## src/rtl/muldiv_pkg.sv

```systemverilog
// Shared definitions for the multiply/divide unit and the control unit.
// Holds the FUNCT3 op codes, the unit's state encoding, the latched
// per-operation context and small helpers that classify op signedness.
package muldiv_pkg;

    typedef enum logic [2:0] {
        OP_MUL    = 3'd0,
        OP_MULH   = 3'd1,
        OP_MULHSU = 3'd2,
        OP_MULHU  = 3'd3,
        OP_DIV    = 3'd4,
        OP_DIVU   = 3'd5,
        OP_REM    = 3'd6,
        OP_REMU   = 3'd7
    } funct3_e;

    typedef enum logic [1:0] {
        IDLE = 2'd0,
        CALC = 2'd1,
        FIX  = 2'd2,
        DONE = 2'd3
    } state_e;

    // Context latched at acceptance: op plus the signs of the original operands
    typedef struct packed {
        funct3_e funct3;
        logic    neg_a;
        logic    neg_b;
    } op_ctx_t;

    // rs1 is interpreted as signed
    function automatic logic op1_signed(input logic [2:0] f);
        return (f == OP_MULH) || (f == OP_MULHSU) || (f == OP_DIV) || (f == OP_REM);
    endfunction

    // rs2 is interpreted as signed
    function automatic logic op2_signed(input logic [2:0] f);
        return (f == OP_MULH) || (f == OP_DIV) || (f == OP_REM);
    endfunction

    // Divide/remainder family (FUNCT3[2] set)
    function automatic logic is_div(input logic [2:0] f);
        return f[2];
    endfunction

endpackage

```

## src/rtl/muldiv_sign_fix.sv

```systemverilog
// Combinational result finishing for muldiv_unit.
// Takes the unsigned 2*XLEN accumulator (product, or {remainder, quotient})
// and the latched op context, applies two's-complement sign correction and
// selects the half / quotient / remainder the op asks for.
// Ports:
//   ctx      - latched op and operand signs
//   acc      - final iteration accumulator
//   result_c - finished XLEN-bit result (combinational)
module muldiv_sign_fix
    import muldiv_pkg::*;
#(
    parameter int unsigned XLEN = 32
) (
    input  op_ctx_t               ctx,
    input  logic [2*XLEN-1:0]     acc,
    output logic [XLEN-1:0]       result_c
);

    localparam int unsigned AW = 2 * XLEN;

    logic [AW-1:0]   prod;
    logic [XLEN-1:0] quot;
    logic [XLEN-1:0] rem;

    // Product negative iff exactly one signed operand was negative; quotient
    // likewise; remainder follows the dividend.
    always_comb begin
        prod     = (ctx.neg_a ^ ctx.neg_b) ? (~acc + AW'(1)) : acc;
        quot     = (ctx.neg_a ^ ctx.neg_b) ? (~acc[XLEN-1:0] + XLEN'(1)) : acc[XLEN-1:0];
        rem      = ctx.neg_a ? (~acc[AW-1:XLEN] + XLEN'(1)) : acc[AW-1:XLEN];
        result_c = prod[XLEN-1:0];
        case (ctx.funct3)
            OP_MUL:                       result_c = prod[XLEN-1:0];
            OP_MULH, OP_MULHSU, OP_MULHU: result_c = prod[AW-1:XLEN];
            OP_DIV, OP_DIVU:              result_c = quot;
            OP_REM, OP_REMU:              result_c = rem;
            default:                      result_c = prod[XLEN-1:0];
        endcase
    end

endmodule

```

## src/rtl/muldiv_unit.sv

```systemverilog
// Iterative radix-2 multiply/divide unit for the EX stage.
// Shift-add multiply and restoring divide on unsigned magnitudes over a
// 2*XLEN-bit accumulator, one iteration per clock, then a sign-fix cycle.
// Divide-by-zero and signed overflow bypass the iteration and finish in
// one edge.
// Ports:
//   CLK, RESET            - clock, synchronous active-high reset
//   START, FUNCT3         - request and op code, sampled with the operands
//   OPERAND1, OPERAND2    - rs1 / rs2
//   FLUSH                 - abandon any in-flight op
//   BUSY                  - op in progress (CALC/FIX)
//   RESULT_VALID, RESULT  - one-cycle completion pulse and held result
module muldiv_unit
    import muldiv_pkg::*;
#(
    parameter int unsigned XLEN = 32
) (
    input  logic            CLK,
    input  logic            RESET,
    input  logic            START,
    input  logic [2:0]      FUNCT3,
    input  logic [XLEN-1:0] OPERAND1,
    input  logic [XLEN-1:0] OPERAND2,
    input  logic            FLUSH,
    output logic            BUSY,
    output logic            RESULT_VALID,
    output logic [XLEN-1:0] RESULT
);

    localparam int unsigned AW    = 2 * XLEN;
    localparam int unsigned CNT_W = $clog2(XLEN) + 1;
    localparam logic [XLEN-1:0] MOST_NEG = {1'b1, {(XLEN-1){1'b0}}};

    state_e          state_q, state_d;
    logic [CNT_W-1:0] cnt_q, cnt_d;
    logic [AW-1:0]   acc_q, acc_d;
    logic [XLEN-1:0] opb_q, opb_d;
    op_ctx_t         ctx_q, ctx_d;
    logic [XLEN-1:0] result_d;
    logic            valid_d;
    logic            busy_d;

    logic            neg1_c, neg2_c;
    logic [XLEN-1:0] mag1_c, mag2_c;
    logic            div_zero_c, div_ovf_c;
    logic [XLEN:0]   mul_sum_c;
    logic [XLEN:0]   div_diff_c;
    logic [AW-1:0]   mul_step_c, div_step_c;
    logic [XLEN-1:0] fix_result_c;

    // Operand classification and magnitude conversion at acceptance
    always_comb begin
        neg1_c     = op1_signed(FUNCT3) & OPERAND1[XLEN-1];
        neg2_c     = op2_signed(FUNCT3) & OPERAND2[XLEN-1];
        mag1_c     = neg1_c ? (~OPERAND1 + XLEN'(1)) : OPERAND1;
        mag2_c     = neg2_c ? (~OPERAND2 + XLEN'(1)) : OPERAND2;
        div_zero_c = is_div(FUNCT3) && (OPERAND2 == '0);
        div_ovf_c  = ((FUNCT3 == OP_DIV) || (FUNCT3 == OP_REM)) &&
                     (OPERAND1 == MOST_NEG) && (OPERAND2 == '1);
    end

    // One iteration step. Multiply: low half holds the remaining multiplier
    // bits, add multiplicand into the high half on a 1 and shift right with
    // carry. Divide: shift left, trial-subtract the divisor from the top
    // XLEN+1 bits, keep the difference and shift in a 1 when no borrow.
    always_comb begin
        mul_sum_c  = {1'b0, acc_q[AW-1:XLEN]} + (acc_q[0] ? {1'b0, opb_q} : (XLEN+1)'(0));
        mul_step_c = {mul_sum_c, acc_q[XLEN-1:1]};
        div_diff_c = acc_q[AW-1:XLEN-1] - {1'b0, opb_q};
        if (!div_diff_c[XLEN]) begin
            div_step_c = {div_diff_c[XLEN-1:0], acc_q[XLEN-2:0], 1'b1};
        end else begin
            div_step_c = {acc_q[AW-2:0], 1'b0};
        end
    end

    muldiv_sign_fix #(
        .XLEN (XLEN)
    ) u_sign_fix (
        .ctx      (ctx_q),
        .acc      (acc_q),
        .result_c (fix_result_c)
    );

    // Next-state, datapath and output decode
    always_comb begin
        state_d  = state_q;
        cnt_d    = cnt_q;
        acc_d    = acc_q;
        opb_d    = opb_q;
        ctx_d    = ctx_q;
        result_d = RESULT;
        valid_d  = 1'b0;
        busy_d   = 1'b0;

        if (FLUSH) begin
            state_d = IDLE;
        end else begin
            case (state_q)
                // DONE accepts a new request exactly like IDLE
                IDLE, DONE: begin
                    state_d = IDLE;
                    if (START) begin
                        ctx_d = '{funct3: funct3_e'(FUNCT3), neg_a: neg1_c, neg_b: neg2_c};
                        cnt_d = '0;
                        if (div_zero_c) begin
                            result_d = FUNCT3[1] ? OPERAND1 : '1;
                            valid_d  = 1'b1;
                            state_d  = DONE;
                        end else if (div_ovf_c) begin
                            result_d = FUNCT3[1] ? '0 : OPERAND1;
                            valid_d  = 1'b1;
                            state_d  = DONE;
                        end else begin
                            acc_d   = {{XLEN{1'b0}}, mag1_c};
                            opb_d   = mag2_c;
                            busy_d  = 1'b1;
                            state_d = CALC;
                        end
                    end
                end
                CALC: begin
                    acc_d  = is_div(ctx_q.funct3) ? div_step_c : mul_step_c;
                    cnt_d  = cnt_q + CNT_W'(1);
                    busy_d = 1'b1;
                    if (cnt_q == CNT_W'(XLEN - 1)) begin
                        state_d = FIX;
                    end
                end
                FIX: begin
                    result_d = fix_result_c;
                    valid_d  = 1'b1;
                    state_d  = DONE;
                end
                default: state_d = IDLE;
            endcase
        end
    end

    // State and output registers
    always_ff @(posedge CLK) begin
        if (RESET) begin
            state_q      <= IDLE;
            cnt_q        <= '0;
            acc_q        <= '0;
            opb_q        <= '0;
            ctx_q        <= '{funct3: OP_MUL, neg_a: 1'b0, neg_b: 1'b0};
            RESULT       <= '0;
            RESULT_VALID <= 1'b0;
            BUSY         <= 1'b0;
        end else begin
            state_q      <= state_d;
            cnt_q        <= cnt_d;
            acc_q        <= acc_d;
            opb_q        <= opb_d;
            ctx_q        <= ctx_d;
            RESULT       <= result_d;
            RESULT_VALID <= valid_d;
            BUSY         <= busy_d;
        end
    end

endmodule

```

## config.mk

```make
export PLATFORM = sky130hd
export DESIGN_NAME = muldiv_unit
export DESIGN_NICKNAME = d
export VERILOG_FILES = /design/src/rtl/muldiv_pkg.sv /design/src/rtl/muldiv_sign_fix.sv /design/src/rtl/muldiv_unit.sv
export SDC_FILE = /design/constraint.sdc
export NUM_CORES = 1
export LEC_CHECK = 0
export BUFFER_PORTS_ARGS = -buffer_cell sky130_fd_sc_hd__clkbuf_2
export CAP_MARGIN = 10
export CORE_MARGIN = 1
export CORE_UTILIZATION = 60
export DETAILED_ROUTE_END_ITERATION = 16
export GPL_TIMING_DRIVEN = 1
export PLACE_DENSITY = 0.89
export SLEW_MARGIN = 10
export SYNTH_ARGS = -nofsm -noshare
export SYNTH_HDL_FRONTEND = slang
export SYNTH_SLANG_ARGS = --single-unit
```

## constraint.sdc

```tcl
create_clock -name CLK -period 8.26 [get_ports CLK]
set_input_delay 0.826 -clock CLK [delete_from_list [all_inputs] [get_ports CLK]]
set_output_delay 0.826 -clock CLK [all_outputs]
set_load 0.1 [all_outputs]
```

### After elaboration in Yosys (flattened, before gate mapping)

Cells that the tools add are included.

| storage, ports and cells | value |
|---|---|
| logic and storage cells | 109 |
| flip-flop bits (word level) | 143 |

| operators by class | value |
|---|---|
| equality and inequality tests | 22 |
| reduce and logical (&&, ||, !) cells | 24 |
| mux-type cells | 34 |
| $add $sub $neg | 8 |
| bitwise operators | 11 |

Operator list:

| operator | count |
|---|---|
| $mux W64 | 6 |
| $mux W32 | 10 |
| $add A32 B1 Y32 const B | 4 |
| $not A32 Y32 | 4 |
| $pmux W32 S4 | 1 |
| $pmux W64 S2 | 1 |
| $add A64 B1 Y64 const B | 1 |
| $eq A32 B32 Y1 const B | 2 |
| $not A64 Y64 | 1 |
| $pmux W32 S2 | 1 |
| $add A32 B32 Y33 | 1 |
| $sub A33 B32 Y33 | 1 |
| $logic_not A32 Y1 | 1 |
| $eq A3 B3 Y1 const B | 6 |
| $pmux W6 S2 | 1 |
| $reduce_and A5 Y1 | 2 |
| $eq A3 B2 Y1 const B | 3 |
| $mux W2 | 4 |
| $ne A2 B2 Y1 const B | 4 |
| $reduce_or A2 Y1 | 4 |
| $add A6 B1 Y6 const B | 1 |
| $eq A3 B1 Y1 const B | 2 |
| $eq A6 B5 Y1 const B | 1 |
| $logic_or A1 B1 Y1 | 6 |
| 17 further kinds | 31 |

### Depth between registers and ports, before layout

Gate-level depths: netlist (run 1).

| logic depth | value |
|---|---|
| word-level depth | 10 |
| gate-level depth with buffers | 15 |

### Modules after synthesis

A second synthesis (run 1) with hierarchy kept.

| second synthesis, totals | value |
|---|---|
| cell total of the unflattened synthesis | 2105 |
| area total of the unflattened synthesis | 14890.5 um^2 |

Modules (own cells, without submodules):

| module | cells each | area each (um^2) | instances |
|---|---|---|---|
| muldiv_unit | 1571 | 11666.2 | 1 |
| muldiv_sign_fix | 534 | 3224.3 | 1 |

### Least setup slack after synthesis (run 1)

No wires, ideal clock.

| timing | value |
|---|---|
| path type | input port to flip-flop |
| start | in OPERAND2[1] |
| end | reg RESULT[20] |
| setup time | 67 ps |
| data arrival time | 3209 ps |
| path buffers | 2 |
| setup slack | 4984 ps |
| stages on the path | 12 |
| path through | inv_1 -> ha_1 -> or4b_1 -> clkbuf_1 -> nor4_4 -> and3_2 -> o21bai_4 -> a21oi_2 -> or3_1 -> buf_6 -> or3_1 -> a21oi_2 |

| between the ends | value |
|---|---|
| word-level cells in the longest chain between the ends | 5 |
| elaborated cells between the ends (all ways) | 9 |
| those cells by class | eq/ne: 2; mux: 3; reduce/logical: 4 |

Ends and longest elaborated chain:

| what | line | RTL |
|---|---|---|
| start: declaration | muldiv_unit.sv:23 | `input logic [XLEN-1:0] OPERAND2,` |
| $logic_not A32 Y1 | muldiv_unit.sv:57 | `div_zero_c = is_div(FUNCT3) && (OPERAND2 == '0);` |
| $logic_and A1 B1 Y1 | muldiv_unit.sv:57 |  |
| $mux W32 | muldiv_unit.sv:106 | `if (div_zero_c) begin` |
| $mux W32 | muldiv_unit.sv:103 | `if (START) begin` |
| $pmux W32 S2 | muldiv_unit.sv:99 | `case (state_q)` |
| end signal: assignment | muldiv_unit.sv:157 | `RESULT <= result_d;` |
| end: declaration | muldiv_unit.sv:27 | `output logic [XLEN-1:0] RESULT` |

Several ways; a longest one is shown, not always the timed one. The select of a mux whose other input is x is not followed.
A chain may end at the register's enable or synchronous reset.

### Worst setup path in the final report (run 1)

| timing | value |
|---|---|
| start | in OPERAND1[3] |
| end | reg acc_q[62] |

| between the ends | value |
|---|---|
| word-level cells in the longest chain between the ends | 5 |

Ends and longest elaborated chain:

| what | line | RTL |
|---|---|---|
| start: declaration | muldiv_unit.sv:22 | `input logic [XLEN-1:0] OPERAND1,` |
| $eq A32 B32 Y1 | muldiv_unit.sv:59 | `(OPERAND1 == MOST_NEG) && (OPERAND2 == '1);` |
| $logic_and A1 B1 Y1 | muldiv_unit.sv:58 | `div_ovf_c = ((FUNCT3 == OP_DIV) \|\| (FUNCT3 == OP_REM)) &&` |
| $logic_and A1 B1 Y1 | muldiv_unit.sv:59 |  |
| $ne A2 B2 Y1 (no source line) | n/a |  |
| $reduce_and A5 Y1 (no source line) | n/a |  |
| end signal: assignment | muldiv_unit.sv:145 | `acc_q <= '0;` |
| end signal: assignment | muldiv_unit.sv:154 | `acc_q <= acc_d;` |
| end: declaration | muldiv_unit.sv:36 | `logic [AW-1:0] acc_q, acc_d;` |

Every way passes these cells.

==> results of run 1 <==
-- kinds of logic after synthesis --
family / Yosys count
buf+inv: 219
compound gates: 621
xor+xnor: 192
mux: 55
simple gates: 676
flops: 143
fa+ha+maj: 102
-- final cells by class --
type | instances | area, um^2
clock inverters | 14 | 155.1
multi-input cells | 1646 | 10960
well taps | 319 | 399.1
clock buffers | 18 | 429.2
flip-flops and latches | 143 | 2864
repair buffers | 126 | 700.7
fillers | 2058 | 7904
inverters | 72 | 270.3
-- synth_stat cells (12+ instances only) --
library cell	instances	area, um^2
nand4_1	25	156.4
nor2_1	208	780.8
nor4_1	18	112.6
a31oi_1	25	156.4
a21o_1	30	225.2
or4_1	14	105.1
maj3_1	28	280.3
buf_2	19	95.09
mux2i_1	52	520.5
a22oi_1	21	157.7
inv_1	71	266.5
o21ai_0	115	575.6
nand2b_1	20	125.1
and3_1	12	75.07
nor2b_1	13	81.33
nand2_1	195	732.0
o211ai_1	55	412.9
xor2_1	81	709.4
nand3_1	25	125.1
o221ai_1	20	175.2
dfxtp_1	143	2863
ha_1	72	900.9
a211oi_1	54	405.4
xnor2_1	111	972.2
nor3_1	57	285.3
clkbuf_1	121	454.2
or3_1	12	75.07
and2_1	14	87.58
a21oi_1	162	810.8
o31ai_1	26	195.2
-- where the power goes --
part           leakage, uW  switching [uW]  internal, uW
sequential         0.00116            44.8           722
clock             0.000282             359           450
combinational      0.00449             421           211
total              0.00594             825          1380
-- stage by stage --
stage / cells / hold WS (ns) / setup slack [ns] / instance area (um^2)
finish: 2338 / 0.4562 / 3.630 / 15780
CTS: 2337 / 0.4567 / 3.787 / 15760
global placement: 2305 / 0.4430 / 3.459 / 15170
floorplan: 2008 / 0.4490 / 4.984 / 14650
global route: 2338 / 0.4764 / 3.395 / 15780
detailed placement: 2305 / 0.4477 / 3.370 / 15170
-- sequential cells by signal (all words and copies together), names as in the netlist --
register and count:
BUSY 1, RESULT 32, RESULT_VALID 1, acc_q 64
cnt_q 6, ctx_q 5, opb_q 32, state_q 2
-- worst max-delay path by stage --
| stage | start | to | slack (ns) | cells after the start |
|---|---|---|---|---|
| floorplan | OPERAND2[1] | RESULT[20] | 4.98 | 12 |
| global placement | OPERAND2[1] | acc_q[43] | 3.46 | 12 |
| detailed placement | OPERAND2[1] | acc_q[46] | 3.37 | 12 |
| CTS | OPERAND2[1] | acc_q[62] | 3.79 | 12 |
| global route | OPERAND1[3] | acc_q[62] | 3.40 | 10 |
| finish | OPERAND1[3] | acc_q[62] | 3.63 | 10 |
-- worst min-delay path: stages, from the launching register on --
cell     delay, ns
dfxtp_1       0.31
nand2_1       0.05
a21oi_1       0.05
-- layer usage --
metal	GRT usage [%]	vias to the layer above	wire (um)
met4	16.07	0	2085
met3	11.11	184	7115
met2	58.65	1194	21120
met5	0	-	0
li1	-	7338	-
met1	55.05	7336	20130
==> PnR_summary.wiki, run 1 <==
{| class="wikitable"
! Metric !! Value
|-
| Total wirelength of the detailed-routed design || roughly 50 mm
|-
| Ratio of final minimum period to clock period || 56.05%
|-
| Highest-delay cell along the critical path || a21o_1
|-
| Post-synthesis instance area || roughly 15000 um^2
|-
| Fraction of layout instances using a drive strength above 1 || roughly a tenth
|-
| Adder-cell share of the synthesized area || between 8 and 9%
|-
| H-tree depth || 4
|-
| Prevailing post-synth register cell || dfxtp_1
|-
| Core area || 23680 um^2
|-
| DRC violations left || 0
|-
| Placer Congestion || about 1.0
|-
| DIE AREA || 25050 um^2
|-
| Status || complete, no violations
|-
| Worst flop-to-flop path endpoint || acc_q[57]
|-
| Cell at the root of the clock tree || clkbuf_16
|-
| Synthesis Warnings || 0
|-
| Count of distinct cell types in the synthesized netlist || 89
|-
| Hold Crit Endpoint || RESULT[7]
|-
| Pin count of the biggest net entering global routing || slightly below 90
|-
| Slew at the pin closest to its max-slew limit || 1.188 ns
|-
| Required @ worst endpoint || around 8.5 ns
|-
| Layout Nets || 2151
|-
| Number of antenna violations at the first check in global routing || 0
|-
| HPWL after DPL || ~37 mm
|-
| Worst Skew || 0.01454 ns
|-
| Synth Area in Compound Gates || 27.90%
|-
| Leakage || 0.005939 uW
|-
| Cells traversed along the worst timing path || clkbuf_2 -> nor4_1 -> and4b_1 -> nand3_2 -> o21bai_4 -> a21o_1 -> buf_4 -> nor3_2 -> nand2_1 -> o211ai_1
|-
| Worst vdd ir || 0.0001402 V
|-
| Hold Crit Depth || 2
|-
| Commonest cells after routing, fill and taps aside || nor2_1, nand2_1, a21oi_1
|-
| Timing-limited maximum frequency || 216.0 MHz
|-
| Count of hold buffers inserted by post-cts repair || 0
|-
| Standard-cell rows || 56
|-
| Headroom to the max-slew limit || 20.70%
|-
| Final count of pins violating max slew || 0
|-
| Number of resized instances in the post-cts repair step || 0
|-
| Critical path peak fanout || 30
|-
| Share of synthesized registers carrying an async set or reset || 0%
|-
| Startpoint type of the worst setup path || input port
|-
| Type of destination of the critical path || flop
|-
| Number of inserted diodes || 0
|-
| Commonest non-fill, non-tap cell in the layout || nor2_1
|-
| Largest family of logic cells by synthesized area || compound AO/OA/AOI/OAI gates
|-
| CTS tree || done
|-
| Worst setup path category || in2reg
|-
| Path class of the lowest-slack min-delay path || reg2reg
|-
| Detailed-routing iteration count for the pre-antenna-repair pass || 7
|-
| Number of buffers created by CTS || 17
|-
| Number of buffers and inverters on the critical path || 2
|-
| Total setup violations reported at the end of the flow || 0
|-
| Clk slew on worst S/H paths || 0.07 ns
|-
| HP Start || RESULT[7]
|-
| RSZ-0062 raised after global routing || false
|-
| Global-route wire length before repair || approximately 80 mm
|-
| Count of buffers inserted at the top-level ports || 104
|-
| Antenna-violating nets left || 0
|-
| Arrival time worst endpoint || 4.90 ns
|-
| Initial detailed-routing violation count || 2361
|-
| Clock latency on the worst-skew pair || 0.44 ns
|-
| Final count of hold timing violations || 0
|-
| Part of the Yosys area used for sequential elements || 19.54%
|-
| Routed wire length per instance || 21.58 um
|-
| Initial Util || 61.87%
|-
| Max-cap check violation count || 0
|-
| Final Critical Period || 4.630 ns
|-
| Maximum clock path buffer count || 2
|-
| Synthesis-to-finish area growth || 7.694%
|-
| Sum of negative setup slack || 0 ns
|-
| Via count of the first global-routing pass || 14.24k
|-
| Area share of and/or/nand/nor cells after synthesis || between 20% and 30%
|-
| Number of clock sinks || around 140
|-
| Mux share of post-synthesis cell area || 3.783%
|-
| Reg-to-reg slack, setup || roughly 3.8 ns
|-
| Floorplan die width || around 160 um
|-
| #FFs+latches synth || 143
|-
| Mean number of vias per cell || 6.866
|-
| Synthesized netlist net count || 2153
|-
| Worst reg2reg startpoint || acc_q[31]
|-
| Overall fraction of global-route tracks in use || 40.07%
|-
| Count of cells along the worst register-to-register path || 12
|-
| Power density relative to cell area || roughly 140 nW/um^2
|-
| Global route overflow || 0
|-
| Top delay family on crit path || simple AND/OR/NAND/NOR gates
|-
| Number of buffers inserted to repair setup after CTS || 0
|-
| Synth Area per Inst || 7.297 um^2
|-
| Share of the core filled with cells || about two thirds
|-
| Overall power || 2208 uW
|-
| Gate Count Post-Synth || 2008
|-
| I/O pin count || around 110
|-
| Xor and xnor fraction of the mapped netlist area || between 10% and 20%
|-
| Die Ht || 158.3 um
|-
| Critical path's largest stage delay || 0.93 ns
|-
| EDFF count, synth || 0
|-
| Via count || 16.05k
|}
No activity file was read; power rests on OpenSTA's default activity.
==> run 2, diff against run 1 <==
--- a/config.mk
+++ b/config.mk
@@ -8,7 +8,7 @@
 export BUFFER_PORTS_ARGS = -buffer_cell sky130_fd_sc_hd__clkbuf_2
 export CAP_MARGIN = 10
 export CORE_MARGIN = 1
-export CORE_UTILIZATION = 60
+export CORE_UTILIZATION = 57
 export DETAILED_ROUTE_END_ITERATION = 16
 export GPL_TIMING_DRIVEN = 1
 export PLACE_DENSITY = 0.89
==> constraint.sdc (replaced) <==
create_clock -name CLK -period 3.8 [get_ports CLK]
set_input_delay 0.38 -clock CLK [delete_from_list [all_inputs] [get_ports CLK]]
set_output_delay 0.38 -clock CLK [all_outputs]
set_load 0.1 [all_outputs]
==> run 2 against run 1 <==
Total power is 120% higher. Worst hold slack worse by 0.22 ns. Via count is 1.4% higher. Sequential power is 120% higher. Critical path depth is 4 higher. Non-clock buffer count is 66 higher. Clock power is 120% higher.
==> PnR_summary.wiki, run 2 (same netlist as run 1, synthesis figures left out) <==
{| class="wikitable"
! Metric !! Value
|-
| Status || complete, no violations
|-
| Worst setup path category || reg2reg
|-
| Number of buffers created by CTS || 17 (unchanged)
|-
| Clock latency on the worst-skew pair || 0.45 ns (about the same)
|-
| Type of destination of the critical path || flop
|-
| Clk slew on worst S/H paths || 0.07 ns (about the same)
|-
| Registers with the highest flip-flop counts || acc_q x64, RESULT x32, opb_q x32
|-
| Layout Nets || 2217 (+3.1%)
|-
| RSZ-0062 raised after global routing || false
|-
| Post-place setup slack || -0.01759 ns (-3.388 ns)
|-
| Final count of hold timing violations || 0 (unchanged)
|-
| Worst Skew || 0.02150 ns (+0.006955 ns)
|-
| Max-cap check violation count || 0 (unchanged)
|-
| Total wirelength of the detailed-routed design || 51.93 mm (+2.9%)
|-
| Path class of the lowest-slack min-delay path || in2reg
|-
| Placer Congestion || 1.039 (+1.6%)
|-
| Floorplan die width || 162.3 um (+2.6%)
|-
| Timing-limited maximum frequency || 279.0 MHz
|-
| Sum of negative setup slack || 0 ns (unchanged)
|-
| Initial Util || 58.18% (-3.7 points)
|-
| I/O pin count || 105 (unchanged)
|-
| Total setup violations reported at the end of the flow || 0 (unchanged)
|-
| Leakage || 0.006287 uW (+5.9%)
|-
| Headroom to the max-slew limit || 21.67% (+0.97 points)
|-
| Fraction of layout instances using a drive strength above 1 || 13.72% (+3.0 points)
|-
| Startpoint type of the worst setup path || flop
|-
| Overall fraction of global-route tracks in use || 39.06% (-1.0 points)
|-
| Slew at the pin closest to its max-slew limit || 1.174 ns (-0.01451 ns)
|-
| Worst vdd ir || 0.0002501 V (+78%)
|-
| Ratio of final minimum period to clock period || a little over nine tenths
|-
| Count of hold buffers inserted by post-cts repair || 0 (unchanged)
|-
| Commonest cells after routing, fill and taps aside || nor2_1, nand2_1, a21oi_1
|-
| Number of antenna violations at the first check in global routing || 1 (+1)
|-
| HPWL after DPL || 38.78 mm (+5.2%)
|-
| Power density relative to cell area || 297.6 nW/um^2 (+110%)
|-
| Synthesis-to-finish area growth || 11.38%
|-
| Arrival time worst endpoint || 3.94 ns (-0.96 ns)
|-
| Number of clock sinks || 143 (unchanged)
|-
| Detailed-routing iteration count for the pre-antenna-repair pass || 9 (+2)
|-
| Required @ worst endpoint || 4.16 ns (-4.37 ns)
|-
| Flip-flop count of the largest register, all copies and words added || 64 (unchanged)
|-
| Via count of the first global-routing pass || 14.92k (+4.8%)
|-
| Cell at the root of the clock tree || clkbuf_16
|-
| Count of buffers inserted at the top-level ports || 104 (unchanged)
|-
| Via count || 16.28k (+1.4%)
|-
| Number of inserted diodes || 0 (unchanged)
|-
| H-tree depth || 4 (unchanged)
|-
| Standard-cell rows || 58 (+3.6%)
|-
| DIE AREA || 26350 um^2 (+5.2%)
|-
| Die Ht || 162.3 um (+2.6%)
|-
| Commonest non-fill, non-tap cell in the layout || nor2_1
|-
| Critical path peak fanout || 19 (-37%)
|-
| DRC violations left || 0 (unchanged)
|-
| Routed wire length per instance || 21.50 um (-0.36%)
|-
| Number of buffers inserted to repair setup after CTS || 0 (unchanged)
|-
| Antenna-violating nets left || 0 (unchanged)
|-
| Global-route wire length before repair || 81.32 mm (+4.3%)
|-
| Mean number of vias per cell || 6.741 (-1.8%)
|-
| Maximum clock path buffer count || 2 (unchanged)
|-
| CTS tree || done
|-
| Core area || 25180 um^2 (+6.3%)
|-
| Global route overflow || 0 (unchanged)
|-
| Final count of pins violating max slew || 0 (unchanged)
|-
| Pin count of the biggest net entering global routing || 62 (-30%)
|-
| Register ranked first by flip-flop count || acc_q
|-
| Initial detailed-routing violation count || 2323 (-1.6%)
|-
| Min setup slack post-route || 0.2158 ns (-3.415 ns)
|-
| Final Critical Period || 3.584 ns
|}
==> run 2: stage by stage <==
step	instance area, um^2	total power, uW	hold WS, ns	utilization [%]	std cells
final	16320	4857	0.2336	64.81	2415
after CTS	16320	4804	0.2258	64.80	2415
after detailed placement	15720	3060	0.4535	62.41	2383
after floorplan	14650	2632	0.4490	-	2008
after global routing	16320	5015	0.2683	64.81	2415
after global placement	15720	3030	0.4418	62.41	2383
==> run 2: final cells by class <==
| type | count | area, um^2 |
|---|---|---|
| Tap cell | 330 | 412.9 |
| Clock inverter | 15 | 168.9 |
| Multi-Input combinational cell | 1646 | 10970 |
| Sequential cell | 143 | 2864 |
| Timing Repair Buffer | 192 | 1209 |
| Clock buffer | 17 | 425.4 |
| Inverter | 72 | 270.3 |
| Fill cell | 2146 | 8862 |
==> run 2: timing repair <==
action,in CTS,in global routing
setup endpoints to repair,1,1
cloned,0,0
gates resized for setup,2,1
==> run 2: layer usage <==
layer	vias up	global-route usage, %	wire (um)
met5	-	0	15
met4	2	16.98	2320
met3	188	10.01	6577
met2	1067	58.08	21870
met1	7558	52.90	21140
li1	7464	-	-
==> run 2: path summary, 6_finish.rpt <==
kind                     end  depth (start not counted)  slack (ns)         start
setup reg to reg   acc_q[61]                         14        0.22      acc_q[0]
setup / recovery   acc_q[61]                         14        0.22      acc_q[0]
hold reg to reg   RESULT[11]                          2        0.46    RESULT[11]
hold / removal     opb_q[31]                          3        0.23  OPERAND2[31]
==> run 2: critical path, stage by stage (launching register included) <==
cell       delay, ns
dfxtp_1         0.43
inv_1           0.06
buf_4           0.21
nor2_1          0.14
ha_1            0.32
o21a_1          0.21
o21ai_0         0.30
or3_1           0.17
o21ai_0         0.22
o2bb2ai_1       0.28
o41ai_1         0.48
buf_4           0.21
mux2i_1         0.17
a32oi_1         0.11
nor3_1          0.20
==> run 2: power by group <==
group | leakage (uW) | total, uW | internal [uW] | switching, uW
clock | 0.000289 | 1770 | 941 | 830
sequential | 0.00116 | 1650 | 1570 | 83.3
combinational | 0.00483 | 1430 | 496 | 938
